--- src/rtl/ddr3_pg_pkg.sv ---
// ddr3_pg_pkg
// Shared definitions for the DDR3 page ring-buffer manager: page geometry,
// transfer op encoding, FSM state type and the page-to-byte-address helper.
package ddr3_pg_pkg;

    // A page is 256 words of 64 bits, i.e. 2 KiB of DDR3 address space.
    localparam int PG_WORDS      = 256;
    localparam int PG_ADDR_SHIFT = $clog2(PG_WORDS * 8);

    localparam logic OP_WR = 1'b1;  // DPRAM -> DDR3
    localparam logic OP_RD = 1'b0;  // DDR3 -> DPRAM

    typedef enum logic [1:0] {
        IDLE = 2'd0,
        REQ  = 2'd1,
        REL  = 2'd2
    } pg_state_e;

    // Byte address of a page; the page index is at most 17 bits wide.
    function automatic logic [27:0] pg_addr(input logic [16:0] page);
        return {page, 11'b0};
    endfunction

endpackage

--- src/rtl/sync.sv ---
// sync
// Two-flop synchronizer for a single-bit level crossing into clk.
// Ports: clk (destination clock), rst_n (async active-low reset),
//        a (asynchronous input), y (synchronized output).
module sync (
    input  logic clk,
    input  logic rst_n,
    input  logic a,
    output logic y
);

    logic r_meta;
    logic r_sync;

    // Two-stage capture of the asynchronous level.
    always_ff @(posedge clk or negedge rst_n) begin
        if (!rst_n) begin
            r_meta <= 1'b0;
            r_sync <= 1'b0;
        end else begin
            r_meta <= a;
            r_sync <= r_meta;
        end
    end

    assign y = r_sync;

endmodule

--- src/rtl/ddr3_pg_ring_mgr.sv ---
// ddr3_pg_ring_mgr
// Page-level ring-buffer manager for the DDR3 waveform store. Turns page
// "filled"/"wanted" pulses into four-phase page transfer requests, owns the
// write/read pointers and the fill count, and holds requests off at full/empty.
// Ports:
//   clk, rst_n              logic clock, async active-low reset
//   wr_pg_rdy, rd_pg_req    one-cycle page write / page read requests
//   flush                   one-cycle pulse, empties the ring
//   pg_ack                  transfer-block acknowledge (other clock domain)
//   pg_req, pg_optype,      four-phase request, op (1 = write) and byte
//   pg_req_addr             address of the page being moved
//   wr_pg_done, rd_pg_done  one-cycle completion pulses
//   full, empty, fill_level ring occupancy
//   busy                    a transfer is in progress
//   req_err                 sticky: request pulse while already pending
module ddr3_pg_ring_mgr
    import ddr3_pg_pkg::*;
#(
    parameter int PG_BITS = 16
) (
    input  logic               clk,
    input  logic               rst_n,
    input  logic               wr_pg_rdy,
    input  logic               rd_pg_req,
    input  logic               flush,
    input  logic               pg_ack,
    output logic               pg_req,
    output logic               pg_optype,
    output logic [27:0]        pg_req_addr,
    output logic               wr_pg_done,
    output logic               rd_pg_done,
    output logic               full,
    output logic               empty,
    output logic [PG_BITS:0]   fill_level,
    output logic               busy,
    output logic               req_err
);

    localparam logic [PG_BITS:0] FULL_CNT = (PG_BITS + 1)'(1) << PG_BITS;

    pg_state_e            r_state,      w_state_nxt;
    logic [PG_BITS-1:0]   r_wr_ptr,     w_wr_ptr_nxt;
    logic [PG_BITS-1:0]   r_rd_ptr,     w_rd_ptr_nxt;
    logic [PG_BITS:0]     r_count,      w_count_nxt;
    logic                 r_wr_pend,    w_wr_pend_nxt;
    logic                 r_rd_pend,    w_rd_pend_nxt;
    logic                 r_flush_pend, w_flush_pend_nxt;
    logic                 r_req_err,    w_req_err_nxt;
    logic                 r_op,         w_op_nxt;
    logic [PG_BITS-1:0]   r_page,       w_page_nxt;
    logic                 r_pg_req,     w_pg_req_nxt;
    logic                 r_wr_done,    w_wr_done_nxt;
    logic                 r_rd_done,    w_rd_done_nxt;
    logic                 r_full;
    logic                 r_empty;
    logic                 r_busy;

    logic                 w_ack_s;
    logic                 w_flush_any;
    logic                 w_flush_apply;

    sync u_ack_sync (
        .clk   (clk),
        .rst_n (rst_n),
        .a     (pg_ack),
        .y     (w_ack_s)
    );

    // Next-state, pointer, flag and output computation for the transfer FSM.
    always_comb begin
        w_state_nxt      = r_state;
        w_wr_ptr_nxt     = r_wr_ptr;
        w_rd_ptr_nxt     = r_rd_ptr;
        w_count_nxt      = r_count;
        w_wr_pend_nxt    = r_wr_pend;
        w_rd_pend_nxt    = r_rd_pend;
        w_flush_pend_nxt = r_flush_pend;
        w_req_err_nxt    = r_req_err;
        w_op_nxt         = r_op;
        w_page_nxt       = r_page;
        w_wr_done_nxt    = 1'b0;
        w_rd_done_nxt    = 1'b0;
        w_flush_apply    = 1'b0;
        w_flush_any      = flush || r_flush_pend;

        case (r_state)
            IDLE: begin
                // Flush (fresh or deferred) outranks starting a transfer.
                if (w_flush_any) begin
                    w_flush_apply = 1'b1;
                end else if (r_wr_pend && !r_full) begin
                    w_op_nxt    = OP_WR;
                    w_page_nxt  = r_wr_ptr;
                    w_state_nxt = REQ;
                end else if (r_rd_pend && !r_empty) begin
                    w_op_nxt    = OP_RD;
                    w_page_nxt  = r_rd_ptr;
                    w_state_nxt = REQ;
                end else begin
                    w_state_nxt = IDLE;
                end
            end
            REQ: begin
                w_flush_pend_nxt = w_flush_any;
                if (w_ack_s) begin
                    w_state_nxt = REL;
                end else begin
                    w_state_nxt = REQ;
                end
            end
            REL: begin
                w_flush_pend_nxt = w_flush_any;
                if (!w_ack_s) begin
                    w_state_nxt = IDLE;
                    // A pending flush discards the completion of this page.
                    if (!w_flush_any) begin
                        if (r_op == OP_WR) begin
                            w_wr_done_nxt = 1'b1;
                            w_wr_pend_nxt = 1'b0;
                            w_wr_ptr_nxt  = r_wr_ptr + PG_BITS'(1);
                            w_count_nxt   = r_count + (PG_BITS + 1)'(1);
                        end else begin
                            w_rd_done_nxt = 1'b1;
                            w_rd_pend_nxt = 1'b0;
                            w_rd_ptr_nxt  = r_rd_ptr + PG_BITS'(1);
                            w_count_nxt   = r_count - (PG_BITS + 1)'(1);
                        end
                    end else begin
                        w_wr_done_nxt = 1'b0;
                    end
                end else begin
                    w_state_nxt = REL;
                end
            end
            default: begin
                w_state_nxt = IDLE;
            end
        endcase

        // Request pulses coinciding with an applied flush are dropped.
        if (w_flush_apply) begin
            w_wr_ptr_nxt     = '0;
            w_rd_ptr_nxt     = '0;
            w_count_nxt      = '0;
            w_wr_pend_nxt    = 1'b0;
            w_rd_pend_nxt    = 1'b0;
            w_flush_pend_nxt = 1'b0;
            w_req_err_nxt    = 1'b0;
        end else begin
            if (wr_pg_rdy) begin
                if (r_wr_pend) begin
                    w_req_err_nxt = 1'b1;
                end else begin
                    w_req_err_nxt = w_req_err_nxt;
                end
                w_wr_pend_nxt = 1'b1;
            end else begin
                w_wr_pend_nxt = w_wr_pend_nxt;
            end
            if (rd_pg_req) begin
                if (r_rd_pend) begin
                    w_req_err_nxt = 1'b1;
                end else begin
                    w_req_err_nxt = w_req_err_nxt;
                end
                w_rd_pend_nxt = 1'b1;
            end else begin
                w_rd_pend_nxt = w_rd_pend_nxt;
            end
        end

        // pg_req rises one cycle after entering REQ and falls on the edge
        // that leaves REQ, so it is a clean registered level.
        w_pg_req_nxt = (r_state == REQ) && (w_state_nxt == REQ);
    end

    // State, pointer, flag and registered-output update.
    always_ff @(posedge clk or negedge rst_n) begin
        if (!rst_n) begin
            r_state      <= IDLE;
            r_wr_ptr     <= '0;
            r_rd_ptr     <= '0;
            r_count      <= '0;
            r_wr_pend    <= 1'b0;
            r_rd_pend    <= 1'b0;
            r_flush_pend <= 1'b0;
            r_req_err    <= 1'b0;
            r_op         <= 1'b0;
            r_page       <= '0;
            r_pg_req     <= 1'b0;
            r_wr_done    <= 1'b0;
            r_rd_done    <= 1'b0;
            r_full       <= 1'b0;
            r_empty      <= 1'b1;
            r_busy       <= 1'b0;
        end else begin
            r_state      <= w_state_nxt;
            r_wr_ptr     <= w_wr_ptr_nxt;
            r_rd_ptr     <= w_rd_ptr_nxt;
            r_count      <= w_count_nxt;
            r_wr_pend    <= w_wr_pend_nxt;
            r_rd_pend    <= w_rd_pend_nxt;
            r_flush_pend <= w_flush_pend_nxt;
            r_req_err    <= w_req_err_nxt;
            r_op         <= w_op_nxt;
            r_page       <= w_page_nxt;
            r_pg_req     <= w_pg_req_nxt;
            r_wr_done    <= w_wr_done_nxt;
            r_rd_done    <= w_rd_done_nxt;
            r_full       <= (w_count_nxt == FULL_CNT);
            r_empty      <= (w_count_nxt == '0);
            r_busy       <= (w_state_nxt != IDLE);
        end
    end

    assign pg_req      = r_pg_req;
    assign pg_optype   = r_op;
    assign pg_req_addr = pg_addr(17'(r_page));
    assign wr_pg_done  = r_wr_done;
    assign rd_pg_done  = r_rd_done;
    assign full        = r_full;
    assign empty       = r_empty;
    assign fill_level  = r_count;
    assign busy        = r_busy;
    assign req_err     = r_req_err;

endmodule

--- config.mk ---
export PLATFORM = sky130hd
export DESIGN_NAME = ddr3_pg_ring_mgr
export DESIGN_NICKNAME = d
export VERILOG_FILES = /design/src/rtl/ddr3_pg_pkg.sv /design/src/rtl/sync.sv /design/src/rtl/ddr3_pg_ring_mgr.sv
export SDC_FILE = /design/constraint.sdc
export NUM_CORES = 1
export LEC_CHECK = 0
export CORE_MARGIN = 8
export CORE_UTILIZATION = 40
export CTS_CLUSTER_DIAMETER = 40
export DETAILED_ROUTE_END_ITERATION = 10
export GPL_TIMING_DRIVEN = 0
export HOLD_SLACK_MARGIN = 0.1
export PLACE_DENSITY_LB_ADDON = 0.12
export SYNTH_ARGS = -nofsm -noshare
export SYNTH_HDL_FRONTEND = slang
export SYNTH_SLANG_ARGS = --single-unit
--- constraint.sdc ---
create_clock -name clk -period 3.1 [get_ports clk]
set_clock_uncertainty 0.2 [all_clocks]
set_input_delay 0.775 -clock clk [delete_from_list [all_inputs] [get_ports clk]]
set_output_delay 0.775 -clock clk [all_outputs]
set_load 0.05 [all_outputs]
# Yosys cells after proc, flatten, opt, wreduce, memory -nomap -nowiden
# Index checks and enable logic that the tools add are counted.
[op_classes]
addsub = 4
n_eq_ne = 12
n_mux = 54
bitwise_logic = 1
n_reduce_logical = 22
[op_table]
columns = ["operator", "n"]
rows = [
  ["16-bit 2-to-1 mux", 12],
  ["17-bit 2-to-1 mux", 5],
  ["1-bit 2-to-1 mux", 33],
  ["16-bit by 1-bit adder with 16-bit output, second input constant", 2],
  ["17-bit by 1-bit adder with 17-bit output, second input constant", 1],
  ["17-bit equality test, second input constant", 1],
  ["17-bit zero test", 1],
  ["17-bit by 1-bit subtractor with 17-bit output, second input constant", 1],
  ["4-bit AND reduction", 4],
  ["2-bit nonzero test", 5],
  ["3-bit by 2-bit != test with 1-bit output, second input constant", 3],
  ["3-bit nonzero test", 3],
  ["2-bit 2-to-1 mux", 3],
  ["3-bit != test, second input constant", 2],
  ["2-bit case mux with 3 select lines", 1],
  ["2-bit by 1-bit equality test with 1-bit output, second input constant", 2],
  ["2-bit by 1-bit != test with 1-bit output, second input constant", 2],
  ["1-bit logical AND", 3],
  ["3-bit AND reduction", 1],
  ["2-bit equality test, second input constant", 1],
  ["1-bit zero test", 2],
  ["2-bit zero test", 1],
  ["2-bit != test, second input constant", 1],
  ["2-bit OR reduction", 1],
  ["other kinds (2)", 2],
]
[word_totals]
regBits = 80
out_inout_bits = 53
wordCells = 111

# Logic depth before layout (Yosys ltp)
# Gate-level depths: netlist of the first run.
[depth]
word_depth = 8
mapped_depth = 11

# Cells and area by module
# A second synthesis of the first run with hierarchy kept.
[unflattened]
hier_cells = 456
area_unflattened_um2 = 4379.2
[by_module_without_submodules]
columns = ["module", "n_inst", "cells_each", "area_each_um2", "seq_area_each_um2"]
rows = [
  ["ddr3_pg_ring_mgr", 1, 454, 4329.2, 1953.1],
  ["sync", 1, 2, 50.0, 50.0],
]

# Worst setup path after synthesis of the first run
# Ideal clock, no wire load.
[synth_path]
kind = "register to register"
from = "register r_op, in the netlist pg_optype"
to = "register r_full, in the netlist full"
setup_ns = 0.068
arrival_time_ns = 3.274
t_required_ns = 2.832
setup_slack_ns = -0.442
stages_incl_launch_ff = 11
path_buffers = 0
period_less_slack_ns = 3.542
path_cell_list = "dfrtp_1 > inv_1 > ha_1 > a21o_1 > a31oi_2 > a21oi_2 > or3_1 > a32o_1 > nor4_1 > nand4_1 > and4b_1"
[synth_between]
elab_chain_cells = 6
[synth_lines]
columns = ["item", "line_no", "source"]
rows = [
  ["from (decl)", "ddr3_pg_ring_mgr.sv:49", "logic r_op, w_op_nxt;"],
  ["from (signal assigned)", "ddr3_pg_ring_mgr.sv:205", "r_op <= w_op_nxt;"],
  ["17-bit 2-to-1 mux", "ddr3_pg_ring_mgr.sv:117", "if (r_op == OP_WR) begin"],
  ["17-bit 2-to-1 mux", "ddr3_pg_ring_mgr.sv:116", "if (!w_flush_any) begin"],
  ["17-bit 2-to-1 mux", "ddr3_pg_ring_mgr.sv:113", "if (!w_ack_s) begin"],
  ["17-bit 2-to-1 mux", "ddr3_pg_ring_mgr.sv:86", "case (r_state)"],
  ["17-bit 2-to-1 mux", "ddr3_pg_ring_mgr.sv:141", "if (w_flush_apply) begin"],
  ["net w_count_nxt[9]", "ddr3_pg_ring_mgr.sv:44", "logic [PG_BITS:0] r_count, w_count_nxt;"],
  ["17-bit equality test", "ddr3_pg_ring_mgr.sv:210", "r_full <= (w_count_nxt == FULL_CNT);"],
  ["to (signal assigned)", "ddr3_pg_ring_mgr.sv:210", ""],
  ["to (decl)", "ddr3_pg_ring_mgr.sv:54", "logic r_full;"],
]
# The timed path passes the listed nets, and every way through them passes these cells.
# A chain may end at the register's enable or synchronous reset.

# Worst setup path after layout of the first run
# Same ends and word-level chain as after synthesis.

==> results.tsv, run 1 <==
metric	value	unit
XOR/XNOR Fraction of Synth Area	5.822	%
Achievable Freq	0.3125	GHz
Critical Path AT	3270	ps
simple-gate share of the synthesized area	20.10	%
Max VDD drop	0.0005957	V
top post-synthesis cells by count	79 x dfrtp_1, 65 x nand2_1, 44 x nor2_1	
diode count	0	
critical path, cell by cell	clkinvlp_4 -> buf_6 -> ha_4 -> a21o_1 -> a221oi_4 -> o21ai_2 -> a2111oi_4 -> o21ai_1 -> a21o_1 -> a21oi_2 -> and4b_1	
sum of met3 wire segment lengths after detailed routing	664	um
Synth area leaders	dfrtp_1 44%, ha_1 5.8%, nand2_1 5.4%	
worst hold path type	flop to flop	
CP Data Required Time	3170	ps
proportion of layout cells with a drive suffix above 1	15.25	%
DR WL/cell	16.90	um
Post-DRT Antenna Nets	0	
critical path launch point type	flop	
Vert. Die Dim	122.2	um
critical path's largest stage delay	410	ps
leak pwr	0.002555	uW
Layout area overhead	26.39	%
Core Rows	38	
Tcrit/Tclk final	103.2	%
largest net degree at the start of global routing	44	
Worst path top cell family by delay	compound AO/OA/AOI/OAI gates	
post-route setup TNS	-192.0	ps
Synth Flop Type	dfrtp_1	
final wirelength	11680	um
MaxCap Viol Count	0	
compound-cell area share of the yosys netlist	14.08	%
worst path bufs/invs	2	
endpoints failing hold	0	
Post-Syn Area	4513	um^2
Crit. End Element	flop	
Reg clk slew, reported paths	60	ps
GR Util All Layers	16.26	%
post-synth cell types	63	
total power	5381	uW
cell count after synthesis	472	
most used cell along the critical path	a21o_1	
global-route wire length before repair	19210	um
Die Wd	122.2	um
Synth top area share	43.80	%
slack of the critical path	-100.5	ps
initial antenna violation count	0	
CTS tree	done	
worst slew pin tran	801.1	ps
Skew-Pair Late Insertion Delay	330	ps
M1 WL	5669	um
met2 routed WL	5264	um
Min Clock Period, post-route	3200	ps
Post-synth EDFFs	0	
syn_area_per_cell	9.562	um^2
multiplexer share of the synthesized area	4.935	%
area leader, netlist	dfrtp_1	
Initial Util	41.27	%
Longest Clk Path Bufs	2	
post-synthesis adder-cell area fraction	6.266	%
placed cell area	5209	um^2
Residual DRC	0	
fin area	5704	um^2
Final Setup Violations	2	
CTS Buf Count	9	
failing checks	negative setup slack	
vias in the first global route	3707	
most frequent cell after synthesis	dfrtp_1	
CORE AREA	10940	um^2
CTS sink cnt	80	
status	complete, but fails checks	
RePlAce Congestion	0.8612	
post-synthesis sequential area ratio	44.39	%
CP Max Fanout	6	
Remaining Overflow, GRT	0	
Yosys reg bits	80	
drt pass-1 iters	5	
Clock H-tree levels	3	
critical path class	flop to flop	
unrepaired setup endpoints after global routing	true	
Max Used Layer	met4	
Detail Placement HPWL	8465	um
pwr/cell area	943.3	nW/um^2
I/O Buffers	46	
flop2flop setup slack	-100	ps
DR iter-0 viols	206	
Nets	577	
YS warnings	0	
CP max-delay cell	dfrtp_2	
slew margin rel.	46.23	%
Slew Limit Fails	0	
vias per inst	5.326	
routed via count	3680	
DIE AREA	14940	um^2
combinational family with the most area after synthesis	simple AND/OR/NAND/NOR gates	
ys async rst share	100.0	%
root buf cell	clkbuf_16	
io pins	59	
==> path summary, 6_finish.rpt <==
| path | cells after the start | from | endpoint |
|---|---|---|---|
| worst max-delay path | 11 | pg_optype$_DFFE_PN0P_ | full$_DFF_PN0_ |
| worst min-delay path | 0 | u_ack_sync.r_meta$_DFF_PN0_ | u_ack_sync.y$_DFF_PN0_ |
| worst max register to register | 11 | pg_optype$_DFFE_PN0P_ | full$_DFF_PN0_ |
| worst min register to register | 0 | u_ack_sync.r_meta$_DFF_PN0_ | u_ack_sync.y$_DFF_PN0_ |
| max in group asynchronous | 2 | rst_n | r_page[8]$_DFFE_PN0P_ |
| min in group asynchronous | 1 | rst_n | u_ack_sync.y$_DFF_PN0_ |
==> where the power goes <==
group / switching [uW] / internal [uW]
Sequential: 171 / 1210
Clock: 389 / 526
Combinational: 1890 / 1190
Total: 2460 / 2930
==> timing repair <==
action / 4_1_cts / 5_1_grt
gates cloned: 0 / 0
resized for setup: 25 / 13
pin swaps: 5 / 3
hold endpoints to repair: 0 / 0
endpoints found under the setup margin: 22 / 5
hold buffers: 0 / 0
buffers inserted: 7 / 4
==> logic make-up after synthesis <==
kind of cell             Yosys count
XOR/XNOR                          30
buffers and inverters             36
multiplexers                      22
other                              1
AO/OA/AOI/OAI                     97
adder cells (fa/ha/maj)           22
flip-flops                        80
AND/OR/NAND/NOR                  184
==> registers in the layout (all words and copies together), names as in the netlist, 2 cells and up <==
register,flops
r_rd_ptr,16
r_wr_ptr,16
fill_level,17
r_page,16
r_state,2
==> cell type report <==
cell class,instances,area (um^2)
clock inverters,2,10.01
multi-input cells,367,2527
inverters,8,33.78
repair buffers,58,566.8
plain buffers,25,153.9
well taps,140,175.2
fillers,1015,5231
flip-flops and latches,80,2004
clock buffers,11,232.7
==> cells in the final DEF, fill, tap and decap left out, drive strengths merged, types with 3 or more instances in the layout <==
cell and count:
a21o 6, a21oi 27, a31oi 3, and3 10
and4 3, buf 28, clkbuf 21, clkdlybuf4s50 44
conb 12, dfrtp 79, ha 21, inv 7
mux2i 20, nand2 65, nand3 16, nand4 11
nor2 45, nor2b 3, nor3 6, o21ai 38
or3 11, xnor2 11, xor2 19
==> per-stage QoR <==
step	hold slack (ps)	std cells	setup slack [ps]	util [%]
6_report	148.8	691	-100.5	52.16
5_1_grt	153.7	691	-265.7	52.16
4_1_cts	150.9	687	-92.14	51.33
3_5_place_dp	137.8	670	-1024	47.63
3_3_place_gp	135.8	669	-2244	47.47
2_1_floorplan	131.2	483	-197.8	-
==> routing by layer <==
layer | vias to the layer above | global-route usage (%)
met5 | - | 0
met4 | 0 | 5.103
met3 | 7 | 3.767
met2 | 80 | 25.42
met1 | 1782 | 21.95
li1 | 1811 | -
(Power assumes the default switching activity.)
==> run 2: changes to the inputs <==
--- a/config.mk
+++ b/config.mk
@@ -11,7 +11,8 @@
 export DETAILED_ROUTE_END_ITERATION = 10
 export GPL_TIMING_DRIVEN = 0
 export HOLD_SLACK_MARGIN = 0.1
-export PLACE_DENSITY_LB_ADDON = 0.12
+export PLACE_DENSITY_LB_ADDON = 0.3
+export SKIP_LAST_GASP = 1
 export SYNTH_ARGS = -nofsm -noshare
 export SYNTH_HDL_FRONTEND = slang
 export SYNTH_SLANG_ARGS = --single-unit
==> run 2 against run 1 <==
Effect of this change:
- the flow still finishes with violations (negative setup slack)
- first-iteration DRC count grew 19%
- worst setup slack improved by 26 ps
- hold slack gained 5.7 ps
- sequential cell count unchanged
- final cell count increased by 0.72%
- count of clock-buffer cells in the layout is 1 higher
- sequential power about the same
- largest power group unchanged
==> results.tsv, run 2 (synthesized netlist as in run 1, its figures left out) <==
metric	value	unit
status	complete, but fails checks	
failing checks	negative setup slack	
proportion of layout cells with a drive suffix above 1	16.37	%
Post-DRT Antenna Nets	0	
Util after Layout	53.16	%
I/O Buffers	46	
worst r2r src	pg_optype$_DFFE_PN0P_	
critical path class	flop to flop	
Reg clk slew, reported paths	60	ps
Remaining Overflow, GRT	0	
vias per inst	5.307	
Core Rows	38	
Initial Util	41.27	%
initial antenna violation count	0	
largest net degree at the start of global routing	71	
Worst path depth	12	
critical path launch point type	flop	
CTS Buf Count	9	
DR iter-0 viols	246	
GR Util All Layers	15.79	%
CTS sink cnt	80	
leak pwr	0.002605	uW
Residual DRC	0	
DIE AREA	14940	um^2
Longest Clk Path Bufs	2	
Vert. Die Dim	122.2	um
RePlAce Congestion	0.9420	
commonest cells after routing, fill and taps aside	78 x dfrtp_1, 65 x nand2_1, 44 x clkdlybuf4s50_1, 43 x nor2_1, 32 x o21ai_0	
CP max-delay cell	dfrtp_2	
Placed Cells	670	
drt pass-1 iters	4	
Tcrit/Tclk final	102.4	%
Nets	580	
unrepaired setup endpoints after global routing	true	
Worst path top cell family by delay	simple AND/OR/NAND/NOR gates	
Final Setup Violations	2	
MaxCap Viol Count	0	
final wirelength	11370	um
diode count	0	
fin cells	696	
vias in the first global route	3743	
worst hold path type	flop to flop	
Achievable Freq	0.3151	GHz
worst hold slack	154.6	ps
Critical Path End	full$_DFF_PN0_	
io pins	59	
root buf cell	clkbuf_16	
critical path's largest stage delay	400	ps
Reg2Reg Capture Point	full$_DFF_PN0_	
Critical Path AT	3250	ps
Max VDD drop	0.0005420	V
CORE AREA	10940	um^2
pre-CTS setup slack	-813.6	ps
DR WL/cell	16.33	um
commonest non-fill, non-tap cell in the layout	dfrtp_1	
slack of the critical path	-74.05	ps
flop2flop setup slack	-70	ps
CP Data Required Time	3180	ps
critical path, cell by cell	clkinvlp_4 -> buf_8 -> ha_4 -> a21o_4 -> a31oi_4 -> a21oi_4 -> buf_4 -> or3_1 -> a32o_1 -> nor4_4 -> nand4_1 -> and4b_1	
reg2reg path depth	12	
CP Max Fanout	7	
Slew Limit Fails	0	
total power	5557	uW
Skew-Pair Late Insertion Delay	340	ps
Layout area overhead	28.81	%
endpoints failing hold	0	
max reg flops	17	
worst slew pin tran	810.9	ps
Worst Setup SP	pg_optype$_DFFE_PN0P_	
worst path bufs/invs	3	
Clock H-tree levels	3	
CTS tree	done	
slew margin rel.	45.58	%
Die Wd	122.2	um
routed via count	3694	
Detail Placement HPWL	8087	um
pwr/cell area	956.0	nW/um^2
global-route wire length before repair	18800	um
Crit. End Element	flop	
Min Clock Period, post-route	3174	ps
-- run 2: cell count changes in the layout (fill, tap and decap cells not counted), sizes merged --
cell,delta
buf,+3
bufinv,+1
dlygate4sd3,+1
-- run 2: worst register-to-register path, stage by stage (launching register included) --
cell and delay (ps):
dfrtp_2 400, clkinvlp_4 100, buf_8 160, ha_4 270
a21o_4 230, a31oi_4 220, a21oi_4 110, buf_4 150
or3_1 340, a32o_1 310, nor4_4 140, nand4_1 180
and4b_1 300
-- run 2: layout make-up --
cell class,instances,area [um^2]
Fill cell,1012,5122
Multi-Input combinational cell,367,2552
Sequential cell,80,2004
Timing Repair Buffer,62,606.8
Clock buffer,12,246.5
Tap cell,140,175.2
Buffer,24,150.1
Clock inverter,3,43.79
Inverter,8,33.78
-- run 2: metal layers --
layer | up-vias | global-route usage, % | routed length (um)
li1 | 1807 | - | -
met1 | 1809 | 19.57 | 5268
met2 | 65 | 26.07 | 5363
met3 | 13 | 3.904 | 566
met4 | 0 | 6.093 | 167
met5 | - | 0 | 0
-- run 2: where the power goes --
part | internal, uW | switching, uW | total [uW]
Combinational | 1220 | 1890 | 3110
Clock | 642 | 423 | 1070
Sequential | 1210 | 173 | 1390
Total | 3080 | 2480 | 5560
-- run 2: worst min path at each step --
stage	cells after the start	start	slack, ps	end
detailed placement	0	u_ack_sync.r_meta$_DFF_PN0_	140	u_ack_sync.y$_DFF_PN0_
floorplan	0	u_ack_sync.r_meta$_DFF_PN0_	130	u_ack_sync.y$_DFF_PN0_
global route	0	u_ack_sync.r_meta$_DFF_PN0_	190	u_ack_sync.y$_DFF_PN0_
CTS	0	u_ack_sync.r_meta$_DFF_PN0_	160	u_ack_sync.y$_DFF_PN0_
finish	0	u_ack_sync.r_meta$_DFF_PN0_	150	u_ack_sync.y$_DFF_PN0_
global placement	0	u_ack_sync.r_meta$_DFF_PN0_	130	u_ack_sync.y$_DFF_PN0_
-- run 2: timing repair --
| item | in CTS | in global routing |
|---|---|---|
| endpoints found under the setup margin | 16 | 5 |
| gates resized for setup | 28 | 13 |
| setup buffers | 13 | 1 |
| pin swaps | 12 | 10 |
| hold buffers | 1 | 0 |
| gates cloned | 0 | 0 |
| hold endpoints to repair | 10 | 0 |
-- run 2: through the flow --
stage	TNS [ps]	area (um^2)
after floorplan	-312.8	4556
after global placement	-155470	5191
after detailed placement	-10660	5216
after CTS	-38.81	5754
after global routing	-283.7	5813
final	-82.47	5813
==> run 3: changes to the inputs <==
--- a/config.mk
+++ b/config.mk
@@ -8,6 +8,7 @@
 export CORE_MARGIN = 8
 export CORE_UTILIZATION = 40
 export CTS_CLUSTER_DIAMETER = 40
+export CTS_CLUSTER_SIZE = 20
 export DETAILED_ROUTE_END_ITERATION = 10
 export GPL_TIMING_DRIVEN = 0
 export HOLD_SLACK_MARGIN = 0.1
==> results of run 3 <==
Same layout as run 2: the final DEF is identical, and so are final timing and power.
